<file path="config.mk">
export PLATFORM = sky130hd
export DESIGN_NAME = cnt_ctrl
export DESIGN_NICKNAME = d
export VERILOG_FILES = /design/src/rtl/cnt_ctrl_pkg.sv /design/src/rtl/cnt_core.sv /design/src/rtl/cnt_ctrl.sv
export SDC_FILE = /design/constraint.sdc
export NUM_CORES = 1
export LEC_CHECK = 0
export ABC_CLOCK_PERIOD_IN_PS = 2150
export BUFFER_PORTS_ARGS = -buffer_cell sky130_fd_sc_hd__buf_2
export CORE_ASPECT_RATIO = 1.1
export CORE_MARGIN = 5
export CORE_UTILIZATION = 54
export CTS_CLUSTER_SIZE = 30
export DETAILED_ROUTE_END_ITERATION = 10
export GPL_TIMING_DRIVEN = 0
export HOLD_SLACK_MARGIN = 0.03
export PLACE_DENSITY_LB_ADDON = 0.1
export SETUP_SLACK_MARGIN = 0.02
export SLEW_MARGIN = 40
export SYNTH_ARGS = -nofsm -noshare
export SYNTH_HDL_FRONTEND = slang
export SYNTH_SLANG_ARGS = --single-unit
</file>
<file path="constraint.sdc">
create_clock -name clk -period 2.15 [get_ports clk]
set_input_delay 0.43 -clock clk [delete_from_list [all_inputs] [get_ports clk]]
set_output_delay 0.43 -clock clk [all_outputs]
set_load 0.02 [all_outputs]
</file>
<file path="src/rtl/cnt_ctrl_pkg.sv">
// cnt_ctrl_pkg: shared definitions for the cnt_ctrl slice.
//   cmd_op_e  - command opcodes carried on cmd_op
//   state_e   - controller FSM states
//   pre_width - width needed to hold a prescaler count of 0..pre-1
package cnt_ctrl_pkg;

  typedef enum logic [1:0] {
    OpNop   = 2'b00,
    OpStart = 2'b01,
    OpStop  = 2'b10,
    OpLoad  = 2'b11
  } cmd_op_e;

  typedef enum logic [1:0] {
    StIdle = 2'b00,
    StRun  = 2'b01,
    StHold = 2'b10,
    StDone = 2'b11
  } state_e;

  // A one-bit prescaler is kept even when PRE=1 so the register never collapses to zero width.
  function automatic int unsigned pre_width(input int unsigned pre);
    return (pre > 1) ? $clog2(pre) : 1;
  endfunction

endpackage

</file>
<file path="src/rtl/cnt_core.sv">
// cnt_core: W-bit terminal-count counter datapath.
//   clk, rstn - clock and asynchronous active-low reset
//   en        - advance one step this cycle
//   clr       - synchronous clear to 0 (wins over en)
//   tc        - terminal count; a step at or beyond tc returns to 0
//   nums      - registered count
//   wrap      - combinational: this cycle's step returns the count to 0
module cnt_core #(
  parameter int unsigned W = 4
) (
  input  logic         clk,
  input  logic         rstn,
  input  logic         en,
  input  logic         clr,
  input  logic [W-1:0] tc,
  output logic [W-1:0] nums,
  output logic         wrap
);

  logic [W-1:0] nums_q, nums_d;

  // ">=" rather than "==" so a tc lowered below the held count still wraps at the next step.
  assign wrap = en & (nums_q >= tc);
  assign nums = nums_q;

  always_comb begin
    nums_d = nums_q;
    if (clr) begin
      nums_d = '0;
    end else if (en) begin
      nums_d = wrap ? '0 : nums_q + W'(1);
    end
  end

  always_ff @(posedge clk or negedge rstn) begin
    if (!rstn) begin
      nums_q <= '0;
    end else begin
      nums_q <= nums_d;
    end
  end

endmodule

</file>
<file path="src/rtl/cnt_ctrl.sv">
// cnt_ctrl: command-driven counter controller with prescaler and shadowed terminal count.
//   clk, rstn           - clock and asynchronous active-low reset
//   cmd_valid/cmd_ready - command handshake; ready is low only in the DONE cycle
//   cmd_op              - 00 NOP, 01 START, 10 STOP, 11 LOAD
//   cmd_data            - terminal count for LOAD
//   cmd_mode            - 0 one-shot, 1 auto-reload (sampled on START from IDLE)
//   nums                - current count
//   cout                - one-cycle pulse showing the count has wrapped to 0
//   done                - one-cycle pulse at one-shot completion
//   busy                - high while running or held
module cnt_ctrl #(
  parameter int unsigned W   = 4,
  parameter int unsigned PRE = 1
) (
  input  logic         clk,
  input  logic         rstn,
  input  logic         cmd_valid,
  output logic         cmd_ready,
  input  logic [1:0]   cmd_op,
  input  logic [W-1:0] cmd_data,
  input  logic         cmd_mode,
  output logic [W-1:0] nums,
  output logic         cout,
  output logic         done,
  output logic         busy
);

  import cnt_ctrl_pkg::*;

  localparam int unsigned PW = pre_width(PRE);
  localparam logic [PW-1:0] PreLast = PW'(PRE - 1);

  state_e        state_q, state_d;
  logic [W-1:0]  tc_q, tc_d;
  logic [W-1:0]  tc_nxt_q, tc_nxt_d;
  logic          mode_q, mode_d;
  logic [PW-1:0] pre_cnt_q, pre_cnt_d;
  logic          cout_q, done_q;

  cmd_op_e op;
  logic    acc, is_start, is_stop, is_load;
  logic    step, wrap, core_clr;

  assign acc      = cmd_valid & cmd_ready;
  assign op       = cmd_op_e'(cmd_op);
  assign is_start = acc & (op == OpStart);
  assign is_stop  = acc & (op == OpStop);
  assign is_load  = acc & (op == OpLoad);

  // STOP on a step cycle suppresses the step, so no wrap, cout or done can follow it.
  assign step     = (state_q == StRun) & ~is_stop & (pre_cnt_q == PreLast);
  assign core_clr = (is_start & (state_q == StIdle)) | (is_stop & (state_q == StHold));

  cnt_core #(
    .W (W)
  ) u_core (
    .clk  (clk),
    .rstn (rstn),
    .en   (step),
    .clr  (core_clr),
    .tc   (tc_q),
    .nums (nums),
    .wrap (wrap)
  );

  // FSM state register.
  always_ff @(posedge clk or negedge rstn) begin
    if (!rstn) begin
      state_q <= StIdle;
    end else begin
      state_q <= state_d;
    end
  end

  // FSM next state.
  always_comb begin
    state_d = state_q;
    unique case (state_q)
      StIdle: if (is_start) state_d = StRun;
      StRun: begin
        if (is_stop) begin
          state_d = StHold;
        end else if (wrap && !mode_q) begin
          state_d = StDone;
        end
      end
      StHold: begin
        if (is_start) begin
          state_d = StRun;
        end else if (is_stop) begin
          state_d = StIdle;
        end
      end
      StDone:  state_d = StIdle;
      default: state_d = StIdle;
    endcase
  end

  // FSM outputs.
  always_comb begin
    cmd_ready = (state_q != StDone);
    busy      = (state_q == StRun) || (state_q == StHold);
  end

  // Prescaler, terminal counts and mode.
  always_comb begin
    pre_cnt_d = pre_cnt_q;
    tc_d      = tc_q;
    tc_nxt_d  = tc_nxt_q;
    mode_d    = mode_q;

    if (core_clr) begin
      pre_cnt_d = '0;
    end else if ((state_q == StRun) && !is_stop) begin
      pre_cnt_d = (pre_cnt_q == PreLast) ? '0 : pre_cnt_q + PW'(1);
    end

    if (is_start && (state_q == StIdle)) begin
      mode_d = cmd_mode;
    end

    // A wrap promotes the shadow value held before this cycle; a LOAD landing on the
    // same edge only updates the shadow and takes effect at the following wrap.
    if (wrap) begin
      tc_d = tc_nxt_q;
    end
    if (is_load) begin
      tc_nxt_d = cmd_data;
      if (state_q != StRun) begin
        tc_d = cmd_data;
      end
    end
  end

  always_ff @(posedge clk or negedge rstn) begin
    if (!rstn) begin
      pre_cnt_q <= '0;
      tc_q      <= '1;
      tc_nxt_q  <= '1;
      mode_q    <= 1'b1;
      cout_q    <= 1'b0;
      done_q    <= 1'b0;
    end else begin
      pre_cnt_q <= pre_cnt_d;
      tc_q      <= tc_d;
      tc_nxt_q  <= tc_nxt_d;
      mode_q    <= mode_d;
      cout_q    <= wrap;
      done_q    <= wrap & ~mode_q;
    end
  end

  assign cout = cout_q;
  assign done = done_q;

endmodule
</file>
==> impl_metrics.prom, run 1 <==
# TYPE chip_impl_metric gauge
chip_impl_metric{name="number_of_warning_messages_in_the_yosys_log",unit=""} 0
chip_impl_metric{name="critical_path.max_stage_delay",unit="ns"} 0.53
chip_impl_metric{name="overflow",unit=""} 0
chip_impl_info{name="synth_top_family_by_area",value="simple AND/OR/NAND/NOR gates"} 1
chip_impl_metric{name="vias",unit=""} 798
chip_impl_metric{name="std_cell_rows",unit=""} 16
chip_impl_metric{name="final_nets",unit=""} 136
chip_impl_metric{name="grt_start_max_net_pins",unit=""} 18
chip_impl_metric{name="power.clock.fraction",unit="%"} 10.4
chip_impl_metric{name="drv_cap",unit=""} 0
chip_impl_metric{name="ys_seq_area_share",unit="%"} 42.6
chip_impl_metric{name="power.density_cell_area",unit="nW/µm²"} 1440
chip_impl_metric{name="clk_pin_slew",unit="ns"} 0.10
chip_impl_metric{name="diodes",unit=""} 0
chip_impl_metric{name="maxSlewHeadroom",unit="%"} 69.7
chip_impl_metric{name="clock_latency",unit="ns"} 0.29
chip_impl_metric{name="synth-simple-area-share",unit="%"} 20.4
chip_impl_metric{name="final_hold_viol_count",unit=""} 0
chip_impl_metric{name="seq_power_share",unit="%"} 35.7
chip_impl_metric{name="number_of_drc_violations_after_detailed_routing_iteration_0",unit=""} 12
chip_impl_info{name="run_status",value="finished clean"} 1
chip_impl_metric{name="chipHeight",unit="µm"} 55.7
chip_impl_metric{name="post-route-drc-count",unit=""} 0
chip_impl_metric{name="synth.lib_cells_used.distinct",unit=""} 31
chip_impl_metric{name="initial_antenna_violation_count",unit=""} 0
chip_impl_metric{name="floorplan.initialDensity",unit="%"} 56.9
chip_impl_metric{name="largest_vdd_supply_drop",unit="mV"} 0.855
chip_impl_metric{name="total_leakage_power",unit="nW"} 0.530
chip_impl_metric{name="combPwrFrac",unit="%"} 53.8
chip_impl_metric{name="postRouteWirelength",unit="mm"} 1.92
chip_impl_info{name="r2r-start",value="tc_q[3]"} 1
chip_impl_metric{name="mux_contribution_to_synthesized_area",unit="%"} 7.57
chip_impl_metric{name="fin_setup_tns",unit="ns"} 0
chip_impl_info{name="root_buffer",value="sky130_fd_sc_hd__clkbuf_4"} 1
chip_impl_metric{name="synthesis.nets",unit=""} 114
chip_impl_info{name="path_class",value="reg -> reg"} 1
chip_impl_metric{name="worstPathBufferInverterCount",unit=""} 1
chip_impl_metric{name="first_pass_grt_wire_length",unit="mm"} 3.37
chip_impl_info{name="worstSetupStartpoint",value="tc_q[3]"} 1
chip_impl_metric{name="dp_hpwl",unit="mm"} 1.51
chip_impl_metric{name="final-setup-viol-count",unit=""} 0
chip_impl_metric{name="clock_sinks",unit=""} 17
chip_impl_metric{name="floorplan.die_area",unit="µm²"} 2870
chip_impl_metric{name="max_freq",unit="MHz"} 497
chip_impl_metric{name="synth.ff_latch_count",unit=""} 17
chip_impl_metric{name="fillCellCount",unit=""} 162
chip_impl_info{name="critPathTopFamily",value="compound AO/OA/AOI/OAI gates"} 1
chip_impl_metric{name="synthCells",unit=""} 93
chip_impl_metric{name="clk_path_buf_depth",unit=""} 2
chip_impl_info{name="tritoncts",value="done"} 1
chip_impl_metric{name="port_bufs",unit=""} 17
chip_impl_info{name="rsz0062_at_grt",value="false"} 1
chip_impl_metric{name="required_time_at_the_endpoint_of_the_critical_path",unit="ns"} 2.37
chip_impl_metric{name="remaining_number_of_nets_flagged_by_the_antenna_check_after_routing",unit=""} 0
chip_impl_metric{name="worst_slew_pin_tran",unit="ns"} 0.453
chip_impl_metric{name="critical_path_peak_fanout",unit=""} 5
chip_impl_metric{name="p_switching",unit="W"} 0.000723
chip_impl_info{name="critical_path.endpoint_type",value="register"} 1
chip_impl_metric{name="area.growth.synth_to_final",unit="%"} 13.6
chip_impl_info{name="worstPathCellList",value="inv_1, ha_1, a21oi_2, o21ai_2, or4_1, a31oi_1"} 1
chip_impl_metric{name="placeableCoreArea",unit="µm²"} 1800
chip_impl_metric{name="finish.utilization",unit="%"} 64.6
chip_impl_metric{name="yosys.area_share.adder",unit="%"} 13.4
chip_impl_metric{name="worstPathArrival",unit="ns"} 2.23
chip_impl_metric{name="grt_use_total",unit="%"} 15.4
chip_impl_metric{name="post_route_cells_drive_above_1_share",unit="%"} 39.5
chip_impl_metric{name="compound_gate_portion_of_the_synthesized_area",unit="%"} 11.8
chip_impl_metric{name="first_global_vias",unit=""} 778
chip_impl_metric{name="mappedNetlistArea",unit="µm²"} 1020
chip_impl_metric{name="synth-xor-area-share",unit="%"} 0.855
chip_impl_metric{name="final_period_util",unit="%"} 93.6
chip_impl_metric{name="firstDrtPassIters",unit=""} 4
chip_impl_metric{name="worst_clock_skew",unit="ns"} 0.00182
chip_impl_metric{name="internal-power",unit="W"} 0.000956
chip_impl_metric{name="detail_route.vias_per_cell",unit=""} 6.05
chip_impl_info{name="timing.hold.worst.class",value="in -> async"} 1
chip_impl_metric{name="period_minus_slack",unit="ns"} 2.01
chip_impl_metric{name="gpl.final_weighted_congestion",unit=""} 0.853
chip_impl_metric{name="post_synth.cell_area_avg",unit="µm²"} 11.0
chip_impl_metric{name="final_max_slew_viol_count",unit=""} 0
chip_impl_metric{name="design.portCount",unit=""} 18
chip_impl_metric{name="cts-buffers-inserted",unit=""} 3
chip_impl_metric{name="die_x",unit="µm"} 51.5
chip_impl_info{name="setup.worst_path.start_class",value="register"} 1
chip_impl_metric{name="htree_levels",unit=""} 1
chip_impl_info{name="critical_path.slowest_cell",value="sky130_fd_sc_hd__dfstp_2"} 1
chip_impl_metric{name="sw_frac_of_total",unit="%"} 43.1
chip_impl_metric{name="wl_per_cell",unit="µm"} 14.6
==> synth_stat cells (all sizes together) <==
cell type  count  area (µm²)
a211oi         1        7.51
a21oi          4        20.0
a31oi          1        6.26
and2           1        7.51
and3           1        6.26
and4bb         1        12.5
clkbuf         1        3.75
dfrtp          8         200
dfstp          9         236
ha            11         138
inv            8        30.0
mux2           6        67.6
mux2i          1        10.0
nand2         10        45.0
nand3          8        40.0
nand3b         2        15.0
nand4b         1        8.76
nand4bb        1        27.5
nor2           3        11.3
nor3           3        15.0
nor3b          1        12.5
o211ai         2        20.0
o21a           1        7.51
o21ai          1        8.76
o311ai         4        35.0
o32ai          1        16.3
or4            1        7.51
xor2           1        8.76
==> worst paths after layout <==
check | end | slack, ns | cells past startpoint
max | u_core.nums[3] | 0.14 | 6
min | u_core.nums[3] | 0.03 | 1
max reg2reg | u_core.nums[3] | 0.14 | 6
min reg2reg | tc_q[1] | 0.52 | 2
max in group asynchronous | tc_nxt_q[0] | 1.81 | 1
min in group clk | mode_q | 0.36 | 2
==> metal layers <==
layer  up-vias  part of all wire (%)  global-route usage, %
met5         -                     0                      0
met4         0                   1.6                   7.49
met3         5                   4.2                   3.22
met2        24                    51                   24.4
met1       385                    43                   19.6
li1        384                     -                      -
==> flip-flops by register name (all words and copies together) (netlist names) <==
register,count
u_core.nums,4
tc_nxt_q,4
cout,1
state_q,2
mode_q,1
tc_q,4
done,1
==> placed cells by master, fill, tap and decap left out, types with 2 or more instances in the layout <==
master                     synthesis  final
sky130_fd_sc_hd__inv_1             8      8
sky130_fd_sc_hd__o311ai_1          1      2
sky130_fd_sc_hd__nand2_1           9      9
sky130_fd_sc_hd__clkbuf_4          0      3
sky130_fd_sc_hd__a21oi_1           4      3
sky130_fd_sc_hd__dfstp_2           9      9
sky130_fd_sc_hd__nand3b_1          2      2
sky130_fd_sc_hd__o311ai_0          3      2
sky130_fd_sc_hd__ha_1             11     11
sky130_fd_sc_hd__nor2_1            3      3
sky130_fd_sc_hd__dfrtp_1           8      8
sky130_fd_sc_hd__nand3_1           8      8
sky130_fd_sc_hd__buf_2             0     17
sky130_fd_sc_hd__nor3_1            3      3
sky130_fd_sc_hd__mux2_2            6      6
==> power groups by stage <==
| stage | Combinational (W) | Sequential, W | Clock (W) |
|---|---|---|---|
| 2_1_floorplan | 0.000644 | 0.000634 | 0 |
| 3_3_place_gp | 0.000861 | 0.000602 | 0 |
| 3_5_place_dp | 0.000890 | 0.000608 | 0 |
| 4_1_cts | 0.000890 | 0.000602 | 0.000178 |
| 5_1_grt | 0.00101 | 0.000623 | 0.000198 |
| 6_report | 0.000904 | 0.000600 | 0.000175 |
==> cell type report <==
class | instances | area (µm²) | area share, %
repair buffers | 17 | 85.1 | 7.31
clock inverters | 1 | 5.00 | 0.430
multi-input cells | 67 | 558 | 48.0
flip-flops and latches | 17 | 437 | 37.5
inverters | 8 | 30.0 | 2.58
plain buffers | 1 | 3.75 | 0.323
well taps | 18 | 22.5 | 1.94
clock buffers | 3 | 22.5 | 1.94
==> cells by family (layout without fill, tap and decap cells) <==
| family | Yosys count | in the layout |
|---|---|---|
| and+or+nand+nor | 33 | 33 |
| AOI/OAI and AO/OA | 15 | 15 |
| buffers and inverters | 9 | 30 |
| xor gates and xnor gates | 1 | 1 |
| DFF | 17 | 17 |
| adders and majority gates | 11 | 11 |
| muxes | 7 | 7 |
==> metrics by stage <==
stage | cells | cell area [µm²] | setup slack (ns) | hold WS (ns) | total power (W)
6_report | 132 | 1160 | 0.138 | 0.0304 | 0.00168
3_3_place_gp | 128 | 1130 | 0.150 | 0.361 | 0.00146
4_1_cts | 132 | 1160 | 0.0643 | 0.0469 | 0.00167
3_5_place_dp | 128 | 1130 | 0.0908 | 0.372 | 0.00150
5_1_grt | 132 | 1160 | 0.0129 | 0.0444 | 0.00183
2_1_floorplan | 93 | 1020 | 0.162 | 0.134 | 0.00128
==> timing repair <==
action / CTS / global route
endpoints found under the setup margin: 0 / 4
buffers inserted: 0 / 0
hold buffers: 0 / 0
resized for setup: 0 / 2
Note: power is estimated with default switching activity, not from simulation.
==> inputs of run 2 (changes only) <==
--- a/config.mk
+++ b/config.mk
@@ -9,7 +9,8 @@
 export BUFFER_PORTS_ARGS = -buffer_cell sky130_fd_sc_hd__buf_2
 export CORE_ASPECT_RATIO = 1.1
 export CORE_MARGIN = 5
-export CORE_UTILIZATION = 54
+export CORE_UTILIZATION = 55
+export CTS_BUF_LIST = sky130_fd_sc_hd__clkbuf_4 sky130_fd_sc_hd__clkbuf_8
 export CTS_CLUSTER_SIZE = 30
 export DETAILED_ROUTE_END_ITERATION = 10
 export GPL_TIMING_DRIVEN = 0
==> run 2 against run 1 <==
Against the previous run:
- register-to-register slack hardly changed
- count of clock-buffer cells in the layout is 1 higher
- via count is 3.6% lower
- power is 0.34% lower
- non-clock buffer count stayed put
- global-route usage is 1.7 points lower
- hold slack better by 0.023 ns
- first-iteration DRC count is 50% lower
- clock skew is 0.00063 ns lower
- final cell count stayed put
- critical path type unchanged
- largest cell class unchanged
- largest power group unchanged
==> impl_metrics.prom, run 2 (same netlist as run 1, synthesis figures left out) <==
# TYPE chip_impl_metric gauge
chip_impl_info{name="run_status",value="finished clean"} 1
chip_impl_metric{name="area.growth.synth_to_final",unit="%"} 13.8
chip_impl_metric{name="firstDrtPassIters",unit=""} 4
chip_impl_metric{name="maxSlewHeadroom",unit="%"} 70.4
chip_impl_metric{name="postRouteWirelength",unit="mm"} 1.80
chip_impl_metric{name="clock_latency",unit="ns"} 0.28
chip_impl_metric{name="critical_path_peak_fanout",unit=""} 3
chip_impl_info{name="path_class",value="reg -> reg"} 1
chip_impl_metric{name="total_leakage_power",unit="nW"} 0.529
chip_impl_metric{name="std_cell_rows",unit=""} 16
chip_impl_info{name="r2r-start",value="tc_q[1]"} 1
chip_impl_info{name="worstPathCellList",value="inv_1, ha_1, o211ai_2, nor3_1, o32ai_2, mux2_2"} 1
chip_impl_metric{name="post-cts-setup-buffers",unit=""} 0
chip_impl_metric{name="critical_path_stages",unit=""} 6
chip_impl_info{name="rsz0062_at_grt",value="false"} 1
chip_impl_info{name="setup.worst_path.start_class",value="register"} 1
chip_impl_metric{name="drt-met1-wl",unit="µm"} 864
chip_impl_metric{name="placeableCoreArea",unit="µm²"} 1780
chip_impl_metric{name="placedInstanceArea",unit="µm²"} 1130
chip_impl_info{name="timing.hold.worst.class",value="in -> async"} 1
chip_impl_info{name="critical_path.slowest_cell",value="sky130_fd_sc_hd__dfstp_2"} 1
chip_impl_metric{name="reg2reg_setup_slack",unit="ns"} 0.13
chip_impl_metric{name="final_hold_viol_count",unit=""} 0
chip_impl_metric{name="cts-buffers-inserted",unit=""} 3
chip_impl_metric{name="grt_start_max_net_pins",unit=""} 18
chip_impl_metric{name="port_bufs",unit=""} 17
chip_impl_metric{name="number_of_drc_violations_after_detailed_routing_iteration_0",unit=""} 6
chip_impl_metric{name="final_nets",unit=""} 136
chip_impl_metric{name="clock_sinks",unit=""} 17
chip_impl_metric{name="design_area",unit="µm²"} 1170
chip_impl_info{name="worstSetupStartpoint",value="tc_q[1]"} 1
chip_impl_metric{name="period_minus_slack",unit="ns"} 2.02
chip_impl_metric{name="die_x",unit="µm"} 51.2
chip_impl_info{name="layout.cells.most_common",value="sky130_fd_sc_hd__buf_2"} 1
chip_impl_info{name="critical_path.endpoint_type",value="register"} 1
chip_impl_metric{name="floorplan.die_area",unit="µm²"} 2830
chip_impl_metric{name="largest_vdd_supply_drop",unit="mV"} 0.775
chip_impl_metric{name="chipHeight",unit="µm"} 55.3
chip_impl_info{name="critPathTopFamily",value="compound AO/OA/AOI/OAI gates"} 1
chip_impl_metric{name="worst_clock_skew",unit="ns"} 0.00119
chip_impl_metric{name="power.density_cell_area",unit="nW/µm²"} 1440
chip_impl_metric{name="final_period_util",unit="%"} 94.0
chip_impl_metric{name="overflow",unit=""} 0
chip_impl_metric{name="gpl.final_weighted_congestion",unit=""} 0.823
chip_impl_metric{name="dp_hpwl",unit="mm"} 1.43
chip_impl_metric{name="worst_slew_pin_tran",unit="ns"} 0.443
chip_impl_metric{name="detail_route.vias_per_cell",unit=""} 5.83
chip_impl_info{name="route.top_layer_used",value="met4"} 1
chip_impl_metric{name="final_max_slew_viol_count",unit=""} 0
chip_impl_metric{name="initial_antenna_violation_count",unit=""} 0
chip_impl_metric{name="first_global_vias",unit=""} 694
chip_impl_metric{name="clk_pin_slew",unit="ns"} 0.10
chip_impl_info{name="layout.cells.most_common_list",value="sky130_fd_sc_hd__buf_2 (17), sky130_fd_sc_hd__ha_1 (11), sky130_fd_sc_hd__nand2_1 (9), sky130_fd_sc_hd__dfstp_2 (9)"} 1
chip_impl_metric{name="routed-wl-met3",unit="µm"} 79
chip_impl_metric{name="max_freq",unit="MHz"} 495
chip_impl_metric{name="htree_levels",unit=""} 1
chip_impl_metric{name="floorplan.initialDensity",unit="%"} 57.5
chip_impl_metric{name="cts_hold_buffers",unit=""} 0
chip_impl_metric{name="drv_cap",unit=""} 0
chip_impl_metric{name="clk_path_buf_depth",unit=""} 2
chip_impl_metric{name="post_route_cells_drive_above_1_share",unit="%"} 39.5
chip_impl_info{name="tritoncts",value="done"} 1
chip_impl_metric{name="final-setup-viol-count",unit=""} 0
chip_impl_metric{name="met2RoutedLength",unit="µm"} 845
chip_impl_metric{name="first_pass_grt_wire_length",unit="mm"} 3.04
chip_impl_metric{name="worstPathBufferInverterCount",unit=""} 1
chip_impl_metric{name="post-route-drc-count",unit=""} 0
chip_impl_metric{name="worstPathArrival",unit="ns"} 2.19
chip_impl_metric{name="required_time_at_the_endpoint_of_the_critical_path",unit="ns"} 2.32
chip_impl_metric{name="remaining_number_of_nets_flagged_by_the_antenna_check_after_routing",unit=""} 0
chip_impl_metric{name="vias",unit=""} 769
chip_impl_metric{name="design.portCount",unit=""} 18
chip_impl_metric{name="grt_use_total",unit="%"} 13.7
chip_impl_info{name="cp-endpoint",value="state_q[1]"} 1
chip_impl_metric{name="cells_on_worst_reg2reg_path",unit=""} 6
chip_impl_metric{name="wl_per_cell",unit="µm"} 13.6
chip_impl_metric{name="fin_setup_tns",unit="ns"} 0
chip_impl_info{name="root_buffer",value="sky130_fd_sc_hd__clkbuf_4"} 1
chip_impl_info{name="capture_instance_of_the_worst_register_to_register_path",value="state_q[1]"} 1
chip_impl_metric{name="diodes",unit=""} 0
chip_impl_metric{name="critical_path.max_stage_delay",unit="ns"} 0.53
run 2: changes by cell type in the layout (fill, tap and decap cells not counted):
cell / change
sky130_fd_sc_hd__clkbuf_4: +1
sky130_fd_sc_hd__clkinv_2: -1
sky130_fd_sc_hd__o311ai_0: +1
sky130_fd_sc_hd__o311ai_1: -1
run 2: layout make-up:
type / count / area [µm²]
fill: 141 / 616
tap: 18 / 22.5
clock buffer: 4 / 30.0
inverter: 8 / 30.0
buffer: 1 / 3.75
multi-input combinational: 67 / 558
sequential: 17 / 437
timing repair buffer: 17 / 85.1
run 2: where the power goes:
group / switching, W / internal, W / total, W
Sequential: 0.0000886 / 0.000514 / 0.000603
Combinational: 0.000522 / 0.000369 / 0.000891
Clock: 0.0000956 / 0.0000845 / 0.000180
Total: 0.000706 / 0.000968 / 0.00167
run 2: routing by layer:
metal	track usage (%)	vias up
met4	4.62	0
met5	0	-
met2	20.3	13
li1	-	388
met1	19.8	366
met3	2.69	2
run 2: worst min-delay path by stage:
stage,endpoint,slack (ns)
3_5_place_dp,done,0.36
5_1_grt,cout,0.07
2_1_floorplan,cout,0.13
3_3_place_gp,done,0.36
6_report,done,0.05
4_1_cts,done,0.05
run 2: per-stage QoR:
step | total power [W] | hold slack, ns | setup WS, ns | instances | utilization, %
floorplan | 0.00128 | 0.134 | 0.162 | 93 | -
global placement | 0.00146 | 0.363 | 0.156 | 128 | 63.6
detailed placement | 0.00149 | 0.365 | 0.138 | 128 | 63.6
CTS | 0.00167 | 0.0494 | 0.110 | 132 | 65.2
global route | 0.00181 | 0.0700 | 0.0265 | 132 | 65.4
finish | 0.00167 | 0.0534 | 0.129 | 132 | 65.4
run 2: what timing repair did:
action                                  4_1_cts  5_1_grt
endpoints found under the setup margin        0        6
resized for setup                             0        1
endpoints found under the hold margin         0        0
